<file path="src/rtl/calc_pkg.sv">
// Shared calculator types and keypad helpers.
package calc_pkg;

    localparam int KP_ROWS    = 4;
    localparam int KP_COLS    = 4;
    localparam int KEY_CODE_W = 4;
    localparam int KP_KEYS    = KP_ROWS * KP_COLS;

    typedef logic [KEY_CODE_W-1:0] key_code_t;
    typedef logic [KP_KEYS-1:0]    key_mask_t;

    typedef enum logic [1:0] {
        IDLE,
        PRESSED,
        BLOCKED
    } kp_state_t;

    // Number of keys down in a matrix mask.
    function automatic int unsigned count_keys(input key_mask_t m);
        int unsigned n;
        n = 0;
        for (int i = 0; i < KP_KEYS; i++) begin
            if (m[i]) n++;
        end
        return n;
    endfunction

    // Code of the lowest set key; only meaningful when exactly one bit is set.
    function automatic key_code_t lowest_key(input key_mask_t m);
        key_code_t k;
        k = '0;
        for (int i = KP_KEYS - 1; i >= 0; i--) begin
            if (m[i]) k = key_code_t'(i);
        end
        return k;
    endfunction

endpackage

</file>
<file path="src/rtl/scan_timer.sv">
// Column slot timer: holds each column for SCAN_DIV cycles and flags the
// last cycle of every slot as the row sampling point.
module scan_timer #(
    parameter int SCAN_DIV = 100000
) (
    input  logic       clk,
    input  logic       rst,
    output logic       sample_o,
    output logic [1:0] col_idx_o
);

    localparam int               CNT_W = (SCAN_DIV > 1) ? $clog2(SCAN_DIV) : 1;
    localparam logic [CNT_W-1:0] LAST  = CNT_W'(SCAN_DIV - 1);

    logic [CNT_W-1:0] slot_q, slot_d;
    logic [1:0]       col_q, col_d;
    logic             last_slot;

    // Advance the slot counter and step to the next column at slot end.
    always_comb begin
        last_slot = (slot_q == LAST);
        slot_d    = last_slot ? '0 : slot_q + CNT_W'(1);
        col_d     = last_slot ? col_q + 2'd1 : col_q;
    end

    // Slot and column registers.
    always_ff @(posedge clk) begin
        if (rst) begin
            slot_q <= '0;
            col_q  <= '0;
        end else begin
            slot_q <= slot_d;
            col_q  <= col_d;
        end
    end

    assign sample_o  = last_slot;
    assign col_idx_o = col_q;

endmodule

</file>
<file path="src/rtl/keypad_scanner.sv">
// 4x4 matrix keypad scanner: column strobing, full-matrix debounce and a
// single-key press reporter that ignores chords until all keys are released.
module keypad_scanner
    import calc_pkg::*;
#(
    parameter int SCAN_DIV       = 100000,
    parameter int DEBOUNCE_SCANS = 4
) (
    input  logic               clk,
    input  logic               rst,
    input  logic [KP_ROWS-1:0] row_in,
    output logic [KP_COLS-1:0] col_out,
    output key_code_t          key_code,
    output logic               key_valid,
    output logic               key_held
);

    localparam int               STB_W   = $clog2(DEBOUNCE_SCANS);
    localparam logic [STB_W-1:0] STB_MAX = STB_W'(DEBOUNCE_SCANS - 1);

    logic        sample;
    logic [1:0]  col_idx;

    key_mask_t        snap_q, snap_d;
    key_mask_t        prev_q, prev_d;
    key_mask_t        deb_q, deb_d;
    logic [STB_W-1:0] stable_q, stable_d;
    logic             eos_q, eos_d;
    logic             deb_upd;

    kp_state_t   state_q, state_d;
    key_code_t   code_q, code_d;
    logic        valid_q, valid_d;
    logic        held_q, held_d;
    int unsigned nkeys;

    scan_timer #(
        .SCAN_DIV (SCAN_DIV)
    ) u_scan_timer (
        .clk       (clk),
        .rst       (rst),
        .sample_o  (sample),
        .col_idx_o (col_idx)
    );

    // Active-low one-hot strobe decoded from the registered column index.
    assign col_out = ~(KP_COLS'(1) << col_idx);

    // Snapshot capture at each sample point and debounce at end of scan.
    always_comb begin
        // NOTE: every combinational output gets a default first, so no path leaves it unassigned and no latch is inferred.
        snap_d   = snap_q;
        prev_d   = prev_q;
        deb_d    = deb_q;
        stable_d = stable_q;
        deb_upd  = 1'b0;
        eos_d    = sample && (col_idx == 2'(KP_COLS - 1));

        if (sample) begin
            for (int r = 0; r < KP_ROWS; r++) begin
                snap_d[r * KP_COLS + int'(col_idx)] = ~row_in[r];
            end
        end

        // Column 0 of the next scan is not sampled yet, so snap_q is complete here.
        if (eos_q) begin
            prev_d = snap_q;
            if (snap_q == prev_q) begin
                stable_d = (stable_q == STB_MAX) ? STB_MAX : stable_q + STB_W'(1);
            end else begin
                stable_d = '0;
            end
            if (stable_d == STB_MAX) begin
                deb_d   = snap_q;
                deb_upd = 1'b1;
            end
        end
    end

    // Scan datapath registers.
    always_ff @(posedge clk) begin
        // NOTE: sequential state uses non-blocking assignments so every register samples pre-edge values.
        if (rst) begin
            snap_q   <= '0;
            prev_q   <= '0;
            deb_q    <= '0;
            stable_q <= '0;
            eos_q    <= 1'b0;
        end else begin
            snap_q   <= snap_d;
            prev_q   <= prev_d;
            deb_q    <= deb_d;
            stable_q <= stable_d;
            eos_q    <= eos_d;
        end
    end

    // Press reporter, reacting in the same cycle the debounced state is written.
    always_comb begin
        state_d = state_q;
        code_d  = code_q;
        valid_d = 1'b0;
        held_d  = (deb_d != '0);
        nkeys   = count_keys(deb_d);

        if (deb_upd) begin
            case (state_q)
                IDLE: begin
                    if (nkeys == 1) begin
                        code_d  = lowest_key(deb_d);
                        valid_d = 1'b1;
                        state_d = PRESSED;
                    end else if (nkeys >= 2) begin
                        state_d = BLOCKED;
                    end
                end
                PRESSED, BLOCKED: begin
                    if (deb_d == '0) state_d = IDLE;
                end
                default: state_d = IDLE;
            endcase
        end
    end

    // Reporter state and registered outputs.
    always_ff @(posedge clk) begin
        if (rst) begin
            state_q <= IDLE;
            code_q  <= '0;
            valid_q <= 1'b0;
            held_q  <= 1'b0;
        end else begin
            state_q <= state_d;
            code_q  <= code_d;
            valid_q <= valid_d;
            held_q  <= held_d;
        end
    end

    assign key_code  = code_q;
    assign key_valid = valid_q;
    assign key_held  = held_q;

endmodule

</file>
<file path="config.mk">
export PLATFORM = sky130hd
export DESIGN_NAME = keypad_scanner
export DESIGN_NICKNAME = d
export VERILOG_FILES = /design/src/rtl/calc_pkg.sv /design/src/rtl/scan_timer.sv /design/src/rtl/keypad_scanner.sv
export SDC_FILE = /design/constraint.sdc
export NUM_CORES = 1
export LEC_CHECK = 0
export CAP_MARGIN = 20
export CORE_ASPECT_RATIO = 1.2
export CORE_UTILIZATION = 65
export CTS_CLUSTER_DIAMETER = 40
export CTS_CLUSTER_SIZE = 14
export DETAILED_ROUTE_END_ITERATION = 16
export PLACE_DENSITY_LB_ADDON = 0.15
export SETUP_SLACK_MARGIN = 0.02
export SLEW_MARGIN = 25
export SYNTH_ARGS = -nofsm -noshare
export SYNTH_HDL_FRONTEND = slang
export SYNTH_SLANG_ARGS = --single-unit
</file>
<file path="constraint.sdc">
create_clock -name clk -period 18.15 [get_ports clk]
set_clock_uncertainty 0.05 [all_clocks]
set_input_delay 1.815 -clock clk [delete_from_list [all_inputs] [get_ports clk]]
set_output_delay 1.815 -clock clk [all_outputs]
set_load 0.02 [all_outputs]
</file>
==> results of run 1 <==
## placed cells by master (no fill, tap or decap), types with 5 or more instances in the layout
cell             netlist  layout
mux2i_1               42      42
nor4_1                 7       7
nand2_1               58      58
o21ai_0               11      11
a211oi_1              24      24
and2_1                13      13
nand3_1               14      14
a21oi_1               22      22
mux2_2                10      10
nand4_1               15      15
xnor2_1               31      31
ha_1                  21      21
nor2_1                99      99
nor3_1                16      16
xnor3_2                5       5
clkdlybuf4s50_1        0      14
xor2_1                32      32
clkbuf_8               0      11
o211ai_1               6       6
a31oi_1                5       5
dfxtp_1               78      78
inv_1                 22      22
nand2b_1               7       7
## routing by layer
| layer | part of all wire (%) | up-vias |
|---|---|---|
| met5 | 0 | - |
| met4 | 2.0 | 0 |
| met3 | 2.9 | 15 |
| met2 | 51 | 83 |
| met1 | 44 | 2238 |
| li1 | - | 2350 |
## metrics by stage
stage / instances / hold slack, ns / utilization, %
2_1_floorplan: 666 / 0.381 / -
3_3_place_gp: 772 / 0.389 / 69.0
3_5_place_dp: 772 / 0.400 / 69.0
4_1_cts: 787 / 0.411 / 71.0
5_1_grt: 787 / 0.433 / 71.0
6_report: 787 / 0.412 / 71.0
## cell families (layout without fill, tap and decap cells)
| logic type | Yosys count | after routing | synth area share (%) |
|---|---|---|---|
| multiplexers | 59 | 59 | 11.3 |
| XOR/XNOR | 81 | 81 | 16.2 |
| AND/OR/NAND/NOR | 271 | 271 | 23.6 |
| flip-flops | 78 | 78 | 27.0 |
| buffers and inverters | 52 | 56 | 4.30 |
| adder cells (fa/ha/maj) | 21 | 21 | 4.54 |
| AO/OA/AOI/OAI | 104 | 104 | 13.2 |
## worst paths after layout
path	from	end	cells after the start
worst max-delay path	snap_q[2]	key_code[3]	57
worst min-delay path	state_q[1]	state_q[1]	2
worst max register to register	snap_q[2]	key_code[3]	57
worst min register to register	state_q[1]	state_q[1]	2
## sequential cells by signal, indices dropped and copies added (netlist names), 2 cells and up
name                    count
u_scan_timer.slot_q        17
deb_q                      16
prev_q                     16
snap_q                     16
key_code                    4
stable_q                    2
state_q                     2
u_scan_timer.col_idx_o      2
## power groups by stage
| stage | Clock [W] | Sequential, W | Combinational (W) |
|---|---|---|---|
| floorplan | 0 | 0.000176 | 0.00000345 |
| global placement | 0 | 0.000176 | 0.00000555 |
| detailed placement | 0 | 0.000176 | 0.00000569 |
| CTS | 0.000118 | 0.000172 | 0.00000569 |
| global route | 0.000125 | 0.000172 | 0.00000624 |
| finish | 0.000115 | 0.000172 | 0.00000571 |
## cells in the mapped netlist (all sizes together), types with 16 or more instances
cell type / n
nor2: 101
dfxtp: 78
xor2: 36
ha: 21
a21oi: 22
buf: 17
inv: 23
nand2: 59
nor3: 16
mux2i: 47
a211oi: 24
xnor2: 35
## layout make-up
cell class | instances | area [um^2]
Multi-Input combinational cell | 536 | 3980
Fill cell | 725 | 2490
Sequential cell | 78 | 1560
Timing Repair Buffer | 17 | 160
Clock buffer | 11 | 151
Tap cell | 117 | 146
Inverter | 24 | 90.1
Clock inverter | 4 | 22.5
## worst reg2reg max path: cells and delay by family, from the launching register on
kind / cells / cell delay (ns)
compound gates: 12 / 2.20
fa+ha+maj: 14 / 4.22
mux: 4 / 1.11
simple gates: 20 / 3.22
flops: 1 / 0.60
buf+inv: 4 / 0.32
xor+xnor: 3 / 0.45
==> results.md, run 1 <==
- Status: completed
- Post-synth EDFFs: 0
- Core Region: 8610 um^2
- Synth area leaders: dfxtp_1 27%, mux2i_1 7.3%, nor2_1 6.4%
- # clock sinks: 78
- Crit path max fanout: 32
- Number of hold buffers added after cts: 0
- Most frequent CP cell: ha_1
- Worst Hold Class: flip-flop to flip-flop
- DIE AREA: 9290 um^2
- Syn_nets: 693
- Final WL: 12,500 um
- Grt ovf: 0
- PnR worst setup slack: 5.87 ns
- Mapped Cells: 666
- Wire length per cell: 15.9 um
- Area Overhead vs Synth: 5.62%
- FP Rows: 37
- Max_slew headroom: 30.8%
- CP Capture Type: flip-flop
- Initial Utilization: 67.2%
- Detailed Place HPWL: 9780 um
- Iteration-0 DRC Markers: 301
- Root buf cell: clkbuf_8
- Number of vias per cell: 5.95
- Place WS: 5.97 ns
- Max VDD drop: 0.0733 mV
- Setup TNS: 0 ns
- IO Pins: 16
- CTS HTree Levels: 3
- Leak pwr: 2.49 nW
- Worst setup SP type: flip-flop
- Vias in the first global route: 4,486
- Share of the synthesized area in the top cell type: 27.0%
- CP peak stage delay: 0.60 ns
- Total power draw: 0.000293 W
- Buf/Inv on CP: 4
- Clk_lat worst skew: 0.36 ns
- Clock share of power: 39.4%
- Sequential-to-total area share from yosys stat: 27.0%
- Pwr/cell area: 47.9 nW/um^2
- Detailed Routing Iterations Pass 1: 5
- Die W: 88.2 um
- GR peak layer: met2
- Reg power frac: 58.7%
- Final slew viol count: 0
- Initial antenna violation count: 0
- #FFs+latches synth: 78
- First-pass GRT wire length: 21,200 um
- Critical Path AT: 12.48 ns
- Clock Pin Slew Worst Setup and Hold Paths: 0.07 ns
- Setup violators final: 0
- Max-cap violations: 0
- Critical path's slowest cell: dfxtp_1
- Worst slew pin tran: 1.03 ns
- Min Tclk post-route: 12.28 ns
- TritonCTS clock tree: built
- Fmax: 81.4 MHz
- Largest net degree at the start of global routing: 64
- M2 GR Usage: 50.0%
- ANT cells: 0
- Comb power frac: 1.9%
- Cell family with most CP delay: adder cells
- Psw: 0.0000643 W
- Final Cell Area: 6120 um^2
- Top_reg_cell synth: dfxtp_1
- Global-route met3 utilization: 4.23%
- Int Power: 0.000229 W
- Synth cell types: 85
- Post-DRT Antenna Nets: 0
- Post-CTS Setup Bufs: 0
- Sw Ratio: 21.9%
- Synthesis warning total: 0
- DIE HEIGHT: 105 um
- FF-to-FF setup slack: 5.87 ns
- Met1 Usage GRT: 36.3%
- Overall Global Routing Usage: 29.0%
- Fin. Hold Viols: 0
- Max clock buf depth: 2
- RSZ-0062 raised after global routing: no
- Worst endpoint required time: 18.34 ns
- Synthesized area per cell: 8.69 um^2
- Cts repair resizes: 0
- Setup CP Type: flip-flop to flip-flop
- Cell area after placement: 5940 um^2
- DRC: 0
- Final GP Congestion: 0.824
- Layout Nets: 693
- DR vias: 4,686
- Synthesized area: 5790 um^2
- Share of cells above drive strength 1: 10.7%
- Port-buffer cells: 15
- Async SR Flop Fraction: 0%
- Final period util: 67.7%
- CTS buffer count: 9
- Leading area contributor after synthesis: dfxtp_1
No activity file was read; power rests on OpenSTA's default activity.
==> inputs of run 2 (changes only) <==
--- a/config.mk
+++ b/config.mk
@@ -7,7 +7,7 @@
 export LEC_CHECK = 0
 export CAP_MARGIN = 20
 export CORE_ASPECT_RATIO = 1.2
-export CORE_UTILIZATION = 65
+export CORE_UTILIZATION = 63
 export CTS_CLUSTER_DIAMETER = 40
 export CTS_CLUSTER_SIZE = 14
 export DETAILED_ROUTE_END_ITERATION = 16
==> constraint.sdc (replaced) <==
create_clock -name clk -period 11.8 [get_ports clk]
set_clock_uncertainty 0.05 [all_clocks]
set_input_delay 1.18 -clock clk [delete_from_list [all_inputs] [get_ports clk]]
set_output_delay 1.18 -clock clk [all_outputs]
set_load 0.02 [all_outputs]
==> results.md, run 2 (same netlist as run 1, synthesis figures left out) <==
- Fmax: 87.7 MHz
- Layout Nets: 704
- Final slew viol count: 0
- DR vias: 4,751
- Setup violators final: 0
- Commonest non-fill, non-tap cells in the layout: 96 x nor2_1, 72 x dfxtp_1, 57 x nand2_1, 40 x mux2i_1, 32 x xor2_1
- Area of the multi-input gates: 4080 um^2
- Worst slew pin tran: 0.971 ns
- CP Capture Type: flip-flop
- CP peak stage delay: 0.38 ns
- # clock sinks: 78
- Setup CP Type: flip-flop to flip-flop
- DIE AREA: 9580 um^2
- Clk_lat worst skew: 0.35 ns
- Initial Utilization: 66.2%
- Min Tclk post-route: 11.40 ns
- Fillcell total: 645
- ANT cells: 0
- Buf/Inv on CP: 4
- CTS buffer count: 9
- Overall Global Routing Usage: 28.1%
- Post-layout util: 72.4%
- Max_slew headroom: 34.8%
- Max clock buf depth: 2
- Number of hold buffers added after cts: 0
- CTS HTree Levels: 3
- DIE HEIGHT: 107 um
- Max VDD drop: 0.103 mV
- Largest net degree at the start of global routing: 64
- Final period util: 96.6%
- Grt ovf: 0
- Post-DRT Antenna Nets: 0
- Detailed Routing Iterations Pass 1: 4
- Port-buffer cells: 15
- Core Region: 8750 um^2
- Vias in the first global route: 4,548
- Worst endpoint required time: 11.98 ns
- TritonCTS clock tree: built
- Die W: 89.5 um
- Status: completed
- Most common cell after layout, fill and taps aside: nor2_1
- DRC: 0
- Root buf cell: clkbuf_8
- Area Overhead vs Synth: 9.46%
- FP Rows: 37
- Worst Hold Class: flip-flop to flip-flop
- Pwr/cell area: 75.5 nW/um^2
- Fin. Hold Viols: 0
- Cell family with most CP delay: adder cells
- Most frequent CP cell: ha_1
- Number of vias per cell: 5.95
- Leak pwr: 2.58 nW
- Register area: 1570 um^2
- Critical Path AT: 11.58 ns
- Cell total after placement: 777
- Final WL: 12,800 um
- First-pass GRT wire length: 21,100 um
- Iteration-0 DRC Markers: 231
- IO Pins: 16
- Max-cap violations: 0
- Crit path max fanout: 8
- Final Non-Filler Cells: 799
- Final GP Congestion: 0.862
- Max FFs per register: 17
- Wire length per cell: 16.0 um
- Share of cells above drive strength 1: 15.5%
- Detailed Place HPWL: 9390 um
- Worst setup SP type: flip-flop
- Largest Register: u_scan_timer.slot_q
- Clock Pin Slew Worst Setup and Hold Paths: 0.08 ns
- Critical path's slowest cell: dfxtp_2
- Initial antenna violation count: 0
==> run 2: cell types whose count changed in the layout (fill, tap and decap cells not counted), sizes merged <==
cell,delta
clkbuf,-1
clkinv,-1
bufinv,+1
inv,+2
buf,+11
==> run 2: report_power, final <==
part           switching [W]  internal (W)
registers        0.000000785      0.000264
logic             0.00000588    0.00000272
clock network       0.000100      0.000105
total               0.000107      0.000371
==> run 2: worst reg2reg max path: cells and delay by family (launching register included) <==
family,cells,cell delay [ns]
fa+ha+maj,14,4.16
simple gates,20,3.00
compound gates,12,1.89
mux,4,1.04
xor+xnor,3,0.46
flops,1,0.38
buf+inv,4,0.32
==> run 2: stage by stage <==
stage	instance area, um^2	power (W)	worst slack [ns]	TNS, ns	hold WS, ns
floorplan	5790	0.000276	0.407	0	0.381
global placement	5980	0.000279	0.676	0	0.388
detailed placement	5980	0.000279	0.00731	0	0.400
CTS	6190	0.000483	0.0985	0	0.420
global route	6340	0.000495	-0.185	-0.520	0.442
finish	6340	0.000478	0.403	0	0.417
==> run 2: cell type report <==
cell class	count	area share (%)
repair buffers	28	3.83
inverters	24	1.42
well taps	117	2.31
clock inverters	6	1.09
multi-input cells	536	64.4
clock buffers	10	2.17
flip-flops and latches	78	24.8
==> run 2: path summary, 6_finish.rpt <==
| check | start | endpoint | slack [ns] | cells past startpoint |
|---|---|---|---|---|
| worst max-delay path | snap_q[5] | key_code[3] | 0.40 | 57 |
| worst max register to register | snap_q[5] | key_code[3] | 0.40 | 57 |
| worst min register to register | u_scan_timer.slot_q[0] | u_scan_timer.slot_q[0] | 0.42 | 1 |
| worst min-delay path | u_scan_timer.slot_q[0] | u_scan_timer.slot_q[0] | 0.42 | 1 |
==> run 2: what timing repair did <==
action	CTS	global route
buffers inserted	0	6
setup endpoints to repair	1	7
pin swaps	0	9
gates resized for setup	2	26
==> run 2: layer usage <==
layer	vias up	share of wire (%)	GRT usage, %
met5	-	0	0
met1	2249	44	35.7
met3	24	3.1	3.31
li1	2376	-	-
met4	0	2.4	10.7
met2	102	50	47.9
